## src/rtl/osd_regaccess_responder_pkg.sv

```systemverilog
// ==========================================================================
// osd_regaccess_pkg : shared constants and FSM state type for the
//                     register-access responder.       rev 1.0
// ==========================================================================
`default_nettype none

package osd_regaccess_pkg;

  localparam logic [1:0]  TYPE_REG       = 2'b00;

  localparam logic [3:0]  REQ_READ       = 4'h0;
  localparam logic [3:0]  REQ_WRITE      = 4'h1;
  localparam logic [3:0]  RESP_READ_OK   = 4'h8;
  localparam logic [3:0]  RESP_READ_ERR  = 4'h9;
  localparam logic [3:0]  RESP_WRITE_OK  = 4'hA;
  localparam logic [3:0]  RESP_WRITE_ERR = 4'hB;

  localparam logic [15:0] REG_MOD_VENDOR  = 16'h0000;
  localparam logic [15:0] REG_MOD_TYPE    = 16'h0001;
  localparam logic [15:0] REG_MOD_VERSION = 16'h0002;

  typedef enum logic [3:0] {
    ST_RX_DEST,
    ST_RX_SRC,
    ST_RX_HDR,
    ST_RX_ADDR,
    ST_RX_WDATA,
    ST_RX_DRAIN,
    ST_ACCESS,
    ST_TX_DEST,
    ST_TX_SRC,
    ST_TX_HDR,
    ST_TX_DATA
  } state_t;

  // Identity registers occupy the bottom of the address map.
  function automatic logic is_base_reg(input logic [15:0] addr);
    return addr <= REG_MOD_VERSION;
  endfunction

endpackage

`default_nettype wire

```

## src/rtl/osd_regaccess_responder_if.sv

```systemverilog
// ==========================================================================
// dii_channel : 16-bit debug interconnect packet channel with
//               first/last framing and valid/ready flow control. rev 1.0
// ==========================================================================
`default_nettype none

interface dii_channel;
  logic [15:0] data;
  logic        valid;
  logic        first;
  logic        last;
  logic        ready;

  modport master (output data, output valid, output first, output last, input ready);
  modport slave  (input data, input valid, input first, input last, output ready);
endinterface

`default_nettype wire

```

## src/rtl/osd_regaccess_responder.sv

```systemverilog
// ==========================================================================
// osd_regaccess_responder : answers DII register-access requests, serving
//                           identity registers and forwarding the rest. rev 1.0
// ==========================================================================
`default_nettype none

module osd_regaccess_responder
  import osd_regaccess_pkg::*;
#(
  parameter logic [15:0] MOD_VENDOR  = 16'h0001,
  parameter logic [15:0] MOD_TYPE    = 16'h0000,
  parameter logic [15:0] MOD_VERSION = 16'h0000
) (
  input  wire logic        clk,
  input  wire logic        rst,
  input  wire logic [15:0] id,
  dii_channel.slave        dii_in,
  dii_channel.master       dii_out,
  output logic             reg_request,
  output logic             reg_write,
  output logic [15:0]      reg_addr,
  output logic [15:0]      reg_wdata,
  input  wire logic        reg_ack,
  input  wire logic        reg_err,
  input  wire logic [15:0] reg_rdata
);

  state_t      r_state;
  logic [15:0] r_src;
  logic [3:0]  r_sub;
  logic [15:0] r_rdata;
  logic        r_req;
  logic        r_write;
  logic [15:0] r_addr;
  logic [15:0] r_wdata;
  logic        r_respond;

  logic        w_in_ready;
  logic        w_out_valid;
  logic        w_in_hs;
  logic        w_out_hs;
  logic        w_hdr_ok;
  logic [15:0] w_tx_data;
  logic [15:0] w_base_val;

  assign w_in_ready  = (r_state == ST_RX_DEST) || (r_state == ST_RX_SRC) ||
                       (r_state == ST_RX_HDR)  || (r_state == ST_RX_ADDR) ||
                       (r_state == ST_RX_WDATA) || (r_state == ST_RX_DRAIN);
  assign w_out_valid = (r_state == ST_TX_DEST) || (r_state == ST_TX_SRC) ||
                       (r_state == ST_TX_HDR)  || (r_state == ST_TX_DATA);
  assign w_in_hs     = dii_in.valid & w_in_ready;
  assign w_out_hs    = w_out_valid & dii_out.ready;
  assign w_hdr_ok    = (dii_in.data[15:14] == TYPE_REG) &&
                       ((dii_in.data[13:10] == REQ_READ) || (dii_in.data[13:10] == REQ_WRITE));

  always_comb begin
    w_tx_data = 16'h0000;
    case (r_state)
      ST_TX_DEST: w_tx_data = r_src;
      ST_TX_SRC:  w_tx_data = id;
      ST_TX_HDR:  w_tx_data = {TYPE_REG, r_sub, 10'h000};
      ST_TX_DATA: w_tx_data = r_rdata;
      default:    w_tx_data = 16'h0000;
    endcase
  end

  always_comb begin
    w_base_val = MOD_VERSION;
    case (r_addr[1:0])
      2'd0:    w_base_val = MOD_VENDOR;
      2'd1:    w_base_val = MOD_TYPE;
      default: w_base_val = MOD_VERSION;
    endcase
  end

  always_ff @(posedge clk) begin
    if (rst) begin
      r_state   <= ST_RX_DEST;
      r_src     <= 16'h0000;
      r_sub     <= 4'h0;
      r_rdata   <= 16'h0000;
      r_req     <= 1'b0;
      r_write   <= 1'b0;
      r_addr    <= 16'h0000;
      r_wdata   <= 16'h0000;
      r_respond <= 1'b0;
    end else begin
      case (r_state)
        ST_RX_DEST: if (w_in_hs && dii_in.first && !dii_in.last) r_state <= ST_RX_SRC;
        ST_RX_SRC: if (w_in_hs) begin
          r_src   <= dii_in.data;
          r_state <= dii_in.last ? ST_RX_DEST : ST_RX_HDR;
        end
        ST_RX_HDR: if (w_in_hs) begin
          if (dii_in.last) begin
            r_state <= ST_RX_DEST;
          end else if (!w_hdr_ok) begin
            r_respond <= 1'b0;
            r_state   <= ST_RX_DRAIN;
          end else begin
            r_write <= (dii_in.data[13:10] == REQ_WRITE);
            r_state <= ST_RX_ADDR;
          end
        end
        ST_RX_ADDR: if (w_in_hs) begin
          r_addr <= dii_in.data;
          if (!r_write) begin
            if (dii_in.last) begin
              r_req   <= !is_base_reg(dii_in.data);
              r_state <= ST_ACCESS;
            end else begin
              r_sub     <= RESP_READ_ERR;
              r_respond <= 1'b1;
              r_state   <= ST_RX_DRAIN;
            end
          end else if (dii_in.last) begin
            r_sub   <= RESP_WRITE_ERR;
            r_state <= ST_TX_DEST;
          end else begin
            r_state <= ST_RX_WDATA;
          end
        end
        ST_RX_WDATA: if (w_in_hs) begin
          r_wdata <= dii_in.data;
          if (dii_in.last) begin
            r_req   <= !is_base_reg(r_addr);
            r_state <= ST_ACCESS;
          end else begin
            r_sub     <= RESP_WRITE_ERR;
            r_respond <= 1'b1;
            r_state   <= ST_RX_DRAIN;
          end
        end
        ST_RX_DRAIN: if (w_in_hs && dii_in.last) r_state <= r_respond ? ST_TX_DEST : ST_RX_DEST;
        ST_ACCESS: begin
          // Identity registers are read-only and answered without a module access.
          if (r_req) begin
            if (reg_ack) begin
              r_req   <= 1'b0;
              r_rdata <= reg_rdata;
              if (r_write) r_sub <= reg_err ? RESP_WRITE_ERR : RESP_WRITE_OK;
              else         r_sub <= reg_err ? RESP_READ_ERR  : RESP_READ_OK;
              r_state <= ST_TX_DEST;
            end
          end else begin
            if (r_write) begin
              r_sub <= RESP_WRITE_ERR;
            end else begin
              r_sub   <= RESP_READ_OK;
              r_rdata <= w_base_val;
            end
            r_state <= ST_TX_DEST;
          end
        end
        ST_TX_DEST: if (w_out_hs) r_state <= ST_TX_SRC;
        ST_TX_SRC:  if (w_out_hs) r_state <= ST_TX_HDR;
        ST_TX_HDR:  if (w_out_hs) r_state <= (r_sub == RESP_READ_OK) ? ST_TX_DATA : ST_RX_DEST;
        ST_TX_DATA: if (w_out_hs) r_state <= ST_RX_DEST;
        default:    r_state <= ST_RX_DEST;
      endcase
    end
  end

  assign dii_in.ready  = w_in_ready;
  assign dii_out.valid = w_out_valid;
  assign dii_out.data  = w_tx_data;
  assign dii_out.first = (r_state == ST_TX_DEST);
  assign dii_out.last  = (r_state == ST_TX_DATA) ||
                         ((r_state == ST_TX_HDR) && (r_sub != RESP_READ_OK));

  assign reg_request = r_req;
  assign reg_write   = r_write;
  assign reg_addr    = r_addr;
  assign reg_wdata   = r_wdata;

endmodule

`default_nettype wire

```

## src/flat_wrapper.sv

```systemverilog
// flat-port wrapper written by rule: the top's interface ports become plain ports
module osd_regaccess_responder_flat import osd_regaccess_pkg::*;
#(
  parameter logic [15:0] MOD_VENDOR  = 16'h0001,
  parameter logic [15:0] MOD_TYPE    = 16'h0000,
  parameter logic [15:0] MOD_VERSION = 16'h0000
)
  (clk, rst, id, reg_request, reg_write, reg_addr, reg_wdata, reg_ack, reg_err, reg_rdata, dii_in_data, dii_in_valid, dii_in_first, dii_in_last, dii_in_ready, dii_out_data, dii_out_valid, dii_out_first, dii_out_last, dii_out_ready);
  dii_channel dii_in_i ();
  dii_channel dii_out_i ();
  input  wire logic clk;
  input  wire logic rst;
  input  wire logic [15:0] id;
  output logic reg_request;
  output logic reg_write;
  output logic [15:0] reg_addr;
  output logic [15:0] reg_wdata;
  input  wire logic reg_ack;
  input  wire logic reg_err;
  input  wire logic [15:0] reg_rdata;
  input wire logic [$bits(dii_in_i.data)-1:0] dii_in_data;
  input wire logic [$bits(dii_in_i.valid)-1:0] dii_in_valid;
  input wire logic [$bits(dii_in_i.first)-1:0] dii_in_first;
  input wire logic [$bits(dii_in_i.last)-1:0] dii_in_last;
  output wire logic [$bits(dii_in_i.ready)-1:0] dii_in_ready;
  output wire logic [$bits(dii_out_i.data)-1:0] dii_out_data;
  output wire logic [$bits(dii_out_i.valid)-1:0] dii_out_valid;
  output wire logic [$bits(dii_out_i.first)-1:0] dii_out_first;
  output wire logic [$bits(dii_out_i.last)-1:0] dii_out_last;
  input wire logic [$bits(dii_out_i.ready)-1:0] dii_out_ready;
  assign dii_in_i.data = dii_in_data;
  assign dii_in_i.valid = dii_in_valid;
  assign dii_in_i.first = dii_in_first;
  assign dii_in_i.last = dii_in_last;
  assign dii_in_ready = dii_in_i.ready;
  assign dii_out_data = dii_out_i.data;
  assign dii_out_valid = dii_out_i.valid;
  assign dii_out_first = dii_out_i.first;
  assign dii_out_last = dii_out_i.last;
  assign dii_out_i.ready = dii_out_ready;
  osd_regaccess_responder #(.MOD_VENDOR(MOD_VENDOR), .MOD_TYPE(MOD_TYPE), .MOD_VERSION(MOD_VERSION)) u_core (.clk(clk), .rst(rst), .id(id), .dii_in(dii_in_i), .dii_out(dii_out_i), .reg_request(reg_request), .reg_write(reg_write), .reg_addr(reg_addr), .reg_wdata(reg_wdata), .reg_ack(reg_ack), .reg_err(reg_err), .reg_rdata(reg_rdata));
endmodule
```

## config.mk

```make
export PLATFORM = sky130hd
export DESIGN_NAME = osd_regaccess_responder_flat
export DESIGN_NICKNAME = d
export VERILOG_FILES = /design/src/rtl/osd_regaccess_responder_pkg.sv /design/src/rtl/osd_regaccess_responder_if.sv /design/src/rtl/osd_regaccess_responder.sv /design/src/flat_wrapper.sv
export SDC_FILE = /design/constraint.sdc
export NUM_CORES = 1
export LEC_CHECK = 0
export ABC_AREA = 1
export CAP_MARGIN = 20
export CORE_UTILIZATION = 36
export DETAILED_ROUTE_END_ITERATION = 10
export PLACE_DENSITY = 0.67
export SLEW_MARGIN = 10
export SYNTH_ARGS = -nofsm -noshare
export SYNTH_HDL_FRONTEND = slang
export SYNTH_SLANG_ARGS = --single-unit
```

## constraint.sdc

```tcl
create_clock -name clk -period 1.64 [get_ports clk]
set_input_delay 0.41 -clock clk [delete_from_list [all_inputs] [get_ports clk]]
set_output_delay 0.41 -clock clk [all_outputs]
set_load 0.005 [all_outputs]
```

## Yosys cells after proc, flatten, opt, wreduce, memory -nomap -nowiden

Cells that the tools add are included.

| word-level totals | value |
|---|---|
| register bits | 75 |
| input port bits | 56 |
| output and inout port bits | 54 |
| word-level logic and storage cells | 136 |

| cells by class | value |
|---|---|
| magnitude comparators | 2 |
| eq/ne operators | 34 |
| mux-type cells | 55 |
| bitwise logic cells | 3 |
| reductions and logical operators | 33 |

Operator list:

| cell | count |
|---|---|
| 4-bit two-way mux | 24 |
| 16-bit case mux with 4 select lines | 1 |
| 16-bit two-way mux | 3 |
| 4-bit case mux with 11 select lines | 1 |
| 16-bit by 2-bit less-or-equal comparator with 1-bit output (second input constant) | 2 |
| 2-bit by 1-bit inequality test with 1-bit output (second input constant) | 9 |
| 2-bit inequality test (second input constant) | 9 |
| 1-bit two-way mux | 17 |
| 4-bit by 3-bit == test with 1-bit output (second input constant) | 4 |
| 4-bit == test (second input constant) | 4 |
| 7-bit AND reduction | 2 |
| 4-bit case mux with 3 select lines | 1 |
| 11-bit AND reduction | 1 |
| 1-bit logical OR | 10 |
| 4-bit by 1-bit == test with 1-bit output (second input constant) | 2 |
| 4-bit by 2-bit == test with 1-bit output (second input constant) | 2 |
| 4-bit logical NOT | 2 |
| 2-bit two-way mux | 4 |
| 3-bit two-way mux | 2 |
| 3-bit inequality test (second input constant) | 2 |
| 1-bit case mux with 3 select lines | 2 |
| 2-bit AND reduction | 3 |
| 6-bit AND reduction | 1 |
| 3-bit nonzero test | 2 |
| 9 further kinds | 17 |

## Longest topological paths before layout

| logic depth | value |
|---|---|
| word-level depth | 11 |
| mapped depth | 12 |
| mapped depth without buffers | 12 |

## Least setup slack after synthesis

No wires, ideal clock.

| path | value |
|---|---|
| path type | reg-to-output |
| start | register u_core.r_state[0] |
| end | output port dii_out_data[12] |
| arrival | 1.284 ns |
| required time | 1.230 ns |
| slack | -0.054 ns |
| cell stages (with the launch flop) | 6 |
| path buffers | 2 |
| path through | dfxtp_1 > nor2_1 > clkbuf_1 > clkbuf_1 > nand3_1 > o211ai_1 |

| between the ends | value |
|---|---|
| cells in the longest elaborated chain, start to end | 2 |
| elaborated cells between the ends (all ways) | 5 |
| classes of those cells | eq/ne (4); mux (1) |

Ends and longest elaborated chain:

| element | line | text |
|---|---|---|
| from (decl) | osd_regaccess_responder.sv:28 | `state_t r_state;` |
| from (signal assigned) | osd_regaccess_responder.sv:92 | `r_state <= dii_in.last ? ST_RX_DEST : ST_RX_HDR;` |
| from (signal assigned) | osd_regaccess_responder.sv:134 | `ST_RX_DRAIN: if (w_in_hs && dii_in.last) r_state <= r_respond ? ST_TX_DEST : ST_RX_DEST;` |
| from (signal assigned) | osd_regaccess_responder.sv:157 | `ST_TX_HDR: if (w_out_hs) r_state <= (r_sub == RESP_READ_OK) ? ST_TX_DATA : ST_RX_DEST;` |
| 4-bit == test or 4-bit by 3-bit == test with 1-bit output (tied branches) | osd_regaccess_responder.sv:58 | `case (r_state)` |
| 16-bit case mux with 4 select lines * | osd_regaccess_responder.sv:58 |  |
| to (decl) | flat_wrapper.sv:26 | `output wire logic [$bits(dii_out_i.data)-1:0] dii_out_data;` |

Every way passes the cells marked *; elsewhere a longest branch is shown, timed or not.

## Final worst setup path

| path | value |
|---|---|
| start | register u_core.r_state[3] |
| end | output port dii_out_data[8] |

Same word-level chain as after synthesis.

==> results.sh <==
export IMPL_power_switching_share=0.336
export IMPL_start_kind="flip-flop"
export IMPL_cpPeakStageDelay_ns=0.36
export IMPL_rsz0062_at_grt="true"
export IMPL_fillers=807
export IMPL_yosys_cell_types_count=25
export IMPL_core_rowCount=35
export IMPL_synth_nets=585
export IMPL_worstHoldStart="u_core.r_src[12]"
export IMPL_final_nets=782
export IMPL_postRouteAntennaNets=0
export IMPL_outcome="complete, but fails checks"
export IMPL_fin_util=0.658
export IMPL_worst_setup_path_type="reg2out"
export IMPL_num_vias=4423
export IMPL_cts_htree_levels=3
export IMPL_cp_top_family="buffers and inverters"
export IMPL_failed_checks="negative setup slack"
export IMPL_insertion_delay_ns=0.35
export IMPL_cpMostUsedCell="buf_6"
export IMPL_cts_root_buf="clkbuf_8"
export IMPL_min_period_ns=2.00
export IMPL_dp_cells=813
export IMPL_die_h_um=101
export IMPL_io_buffer_count=109
export IMPL_min_path_type="reg2reg"
export IMPL_crit_arrival_ns=1.59
export IMPL_die_area_mm2=0.0103
export IMPL_grt_max_degree=40
export IMPL_power_density_mw_per_mm2=990
export IMPL_synth_top_cell_by_area="dfxtp_1"
export IMPL_synthFlopType="dfxtp_1"
export IMPL_core_area_mm2=0.00942
export IMPL_place_gp_congestion=0.923
export IMPL_cts_buffer_depth=2
export IMPL_required_ns=1.23
export IMPL_ys_top_cells_by_count="110 x nand2_1, 74 x a21oi_1, 74 x dfxtp_1"
export IMPL_grt_first_pass_wirelength_um=20000
export IMPL_wirelength_um=13400
export IMPL_ir_drop_mv=0.818
export IMPL_synth_edff_count=0
export IMPL_max_cap_violations=0
export IMPL_initialDrtViolationCount=192
export IMPL_async_reset_ff_frac=0
export IMPL_setup_violations=23
export IMPL_diodes=0
export IMPL_cts_sinks=74
export IMPL_drc=0
export IMPL_ys_seq_area_frac=0.417
export IMPL_hold_buffers=0
export IMPL_area_growth_pct=74.5
export IMPL_synth_top_cell_area_share=0.417
export IMPL_grtUsageTotal=0.256
export IMPL_post_drt_wl_per_cell_um=15.6
export IMPL_clock_fmax_mhz=499
export IMPL_switchingPower_mw=2.06
export IMPL_cts_clk_slew_worst_paths_ns=0.08
export IMPL_worstMarginPinSlew_ns=0.355
export IMPL_yosysMostFrequentCell="nand2_1"
export IMPL_clock_skew_ns=0.00977
export IMPL_start_util=0.377
export IMPL_r2r_start="u_core.r_state[3]"
export IMPL_hpwlAfterDp_um=9210
export IMPL_slew_headroom=0.763
export IMPL_leakage_nw=2.72
export IMPL_vias_per_cell=5.14
export IMPL_fin_ws_ns=-0.363
export IMPL_fin_cells=860
export IMPL_worstPathBufferInverterCount=3
export IMPL_overflow=0
export IMPL_startpoint="u_core.r_state[3]"
export IMPL_hold_slack_ns=0.462
export IMPL_drive_above_1_share=0.317
export IMPL_ys_warn_count=0
export IMPL_combPwrFrac=0.406
export IMPL_cp_cell_sequence="buf_6 > nor2_4 > nand2_8 > buf_6 > o211ai_1 > buf_2"
export IMPL_pwr_share_clk=0.268
export IMPL_io_pins=110
export IMPL_cts_buffers=9
export IMPL_synth_area_per_cell_um2=6.71
export IMPL_cts_tree="yes"
export IMPL_synth_cells=529
export IMPL_seq_power_share=0.326
export IMPL_ys_top_cells_by_area="dfxtp_1 42%, nand2_1 12%, a21oi_1 10%"
export IMPL_p_int_mw=4.07
export IMPL_drt_first_pass_iters=5
export IMPL_crit_slowest_cell="dfxtp_4"
export IMPL_syn_area_mm2=0.00355
export IMPL_final_period_utilization=1.22
export IMPL_timing_hold_violations_final=0
export IMPL_ys_ff_latch=74
export IMPL_tns_ns=-5.71
export IMPL_report_final_slew_viol_count=0
export IMPL_cp_max_fo=6
export IMPL_antenna_found_initial=0
export IMPL_grt_pass1_vias=4051
export IMPL_critPathCaptureType="primary output"
export IMPL_die_w_um=101
routing by layer:
layer | part of all wire | routed length (µm) | GRT usage
met5 | 0 | 0 | 0
met4 | 0.027 | 357 | 0.108
met3 | 0.054 | 722 | 0.0421
met2 | 0.51 | 6760 | 0.451
met1 | 0.41 | 5540 | 0.309
sequential cells by signal, indices dropped and copies added (netlist names):
register            flops
u_core.reg_wdata       16
u_core.r_rdata         16
u_core.reg_addr        16
u_core.r_state          4
u_core.reg_write        1
u_core.r_src           16
u_core.r_respond        1
u_core.reg_request      1
u_core.r_sub            3
worst min-delay path, delay by kind of cell (launching register included):
family | cells | cell delay [ns]
AOI/OAI and AO/OA | 1 | 0.06
buffers and inverters | 1 | 0.06
DFF | 1 | 0.30
cell families (layout without fill, tap and decap cells):
family                 Yosys count  in the layout  synth area share
flip-flops                      74             74             0.417
AO/OA/AOI/OAI                  128            128             0.194
buffers and inverters           81            283            0.0888
AND/OR/NAND/NOR                246            246             0.300
through the flow:
| stage | setup WS, ns | area (µm²) | total power [mW] |
|---|---|---|---|
| 2_1_floorplan | 0.00999 | 3550 | 2.86 |
| 3_3_place_gp | -0.350 | 5320 | 3.85 |
| 3_5_place_dp | -0.395 | 5320 | 3.88 |
| 4_1_cts | -0.334 | 5850 | 5.79 |
| 5_1_grt | -0.401 | 6200 | 6.43 |
| 6_report | -0.363 | 6200 | 6.14 |
cell usage in the layout, fill, tap and decap left out, types with 2 or more instances in the layout:
cell type,Yosys,final
nor2_1,48,41
dfxtp_2,0,18
inv_2,4,4
buf_4,1,71
nand3_4,0,2
clkbuf_8,0,11
nor3_1,2,2
buf_6,0,16
nand3_1,71,56
nand3_2,1,14
buf_2,6,20
buf_12,0,7
inv_1,50,46
clkdlybuf4s50_1,0,74
dfxtp_4,0,3
o211ai_1,14,14
a21oi_1,74,66
nand2_2,2,15
o21ai_0,35,26
dlymetal6s2s_1,0,14
nand2_1,110,91
dfxtp_1,74,53
o2111ai_2,0,3
nand4_1,4,4
buf_8,0,5
bufinv_16,0,2
o21ai_1,0,8
nor2_4,1,8
clkinv_2,0,2
a21oi_2,0,7
inv_4,0,4
nor2_2,5,5
nand2_4,1,6
path summary, 6_finish.rpt:
check | to | slack, ns | cells after the start
worst max-delay path | dii_out_data[8] | -0.36 | 6
worst min-delay path | u_core.r_src[12] | 0.46 | 2
worst max register to register | u_core.r_state[1] | -0.11 | 14
worst min register to register | u_core.r_src[12] | 0.46 | 2
repair_timing:
action | 4_1_cts | 5_1_grt
hold endpoints to repair | 0 | 0
pin swaps | 10 | 22
setup buffers | 19 | 9
cloned | 2 | 5
endpoints found under the setup margin | 43 | 102
resized for setup | 146 | 96
final cells by class:
cell class	count	area (µm²)	share of cell area
inverters	55	221	0.0357
clock inverters	4	73.8	0.0119
repair inverters	2	11.3	0.00182
flip-flops and latches	74	1520	0.244
multi-input cells	374	2060	0.332
well taps	129	161	0.0260
clock buffers	12	155	0.0250
repair buffers	210	2010	0.324
power groups by stage:
stage	combinational, mW	sequential, mW	clock (mW)
floorplan	0.850	2.01	0
global placement	1.84	2.01	0
detailed placement	1.86	2.02	0
CTS	2.15	1.99	1.65
global route	2.67	2.01	1.74
finish	2.49	2.00	1.64
(Power assumes the default switching activity.)
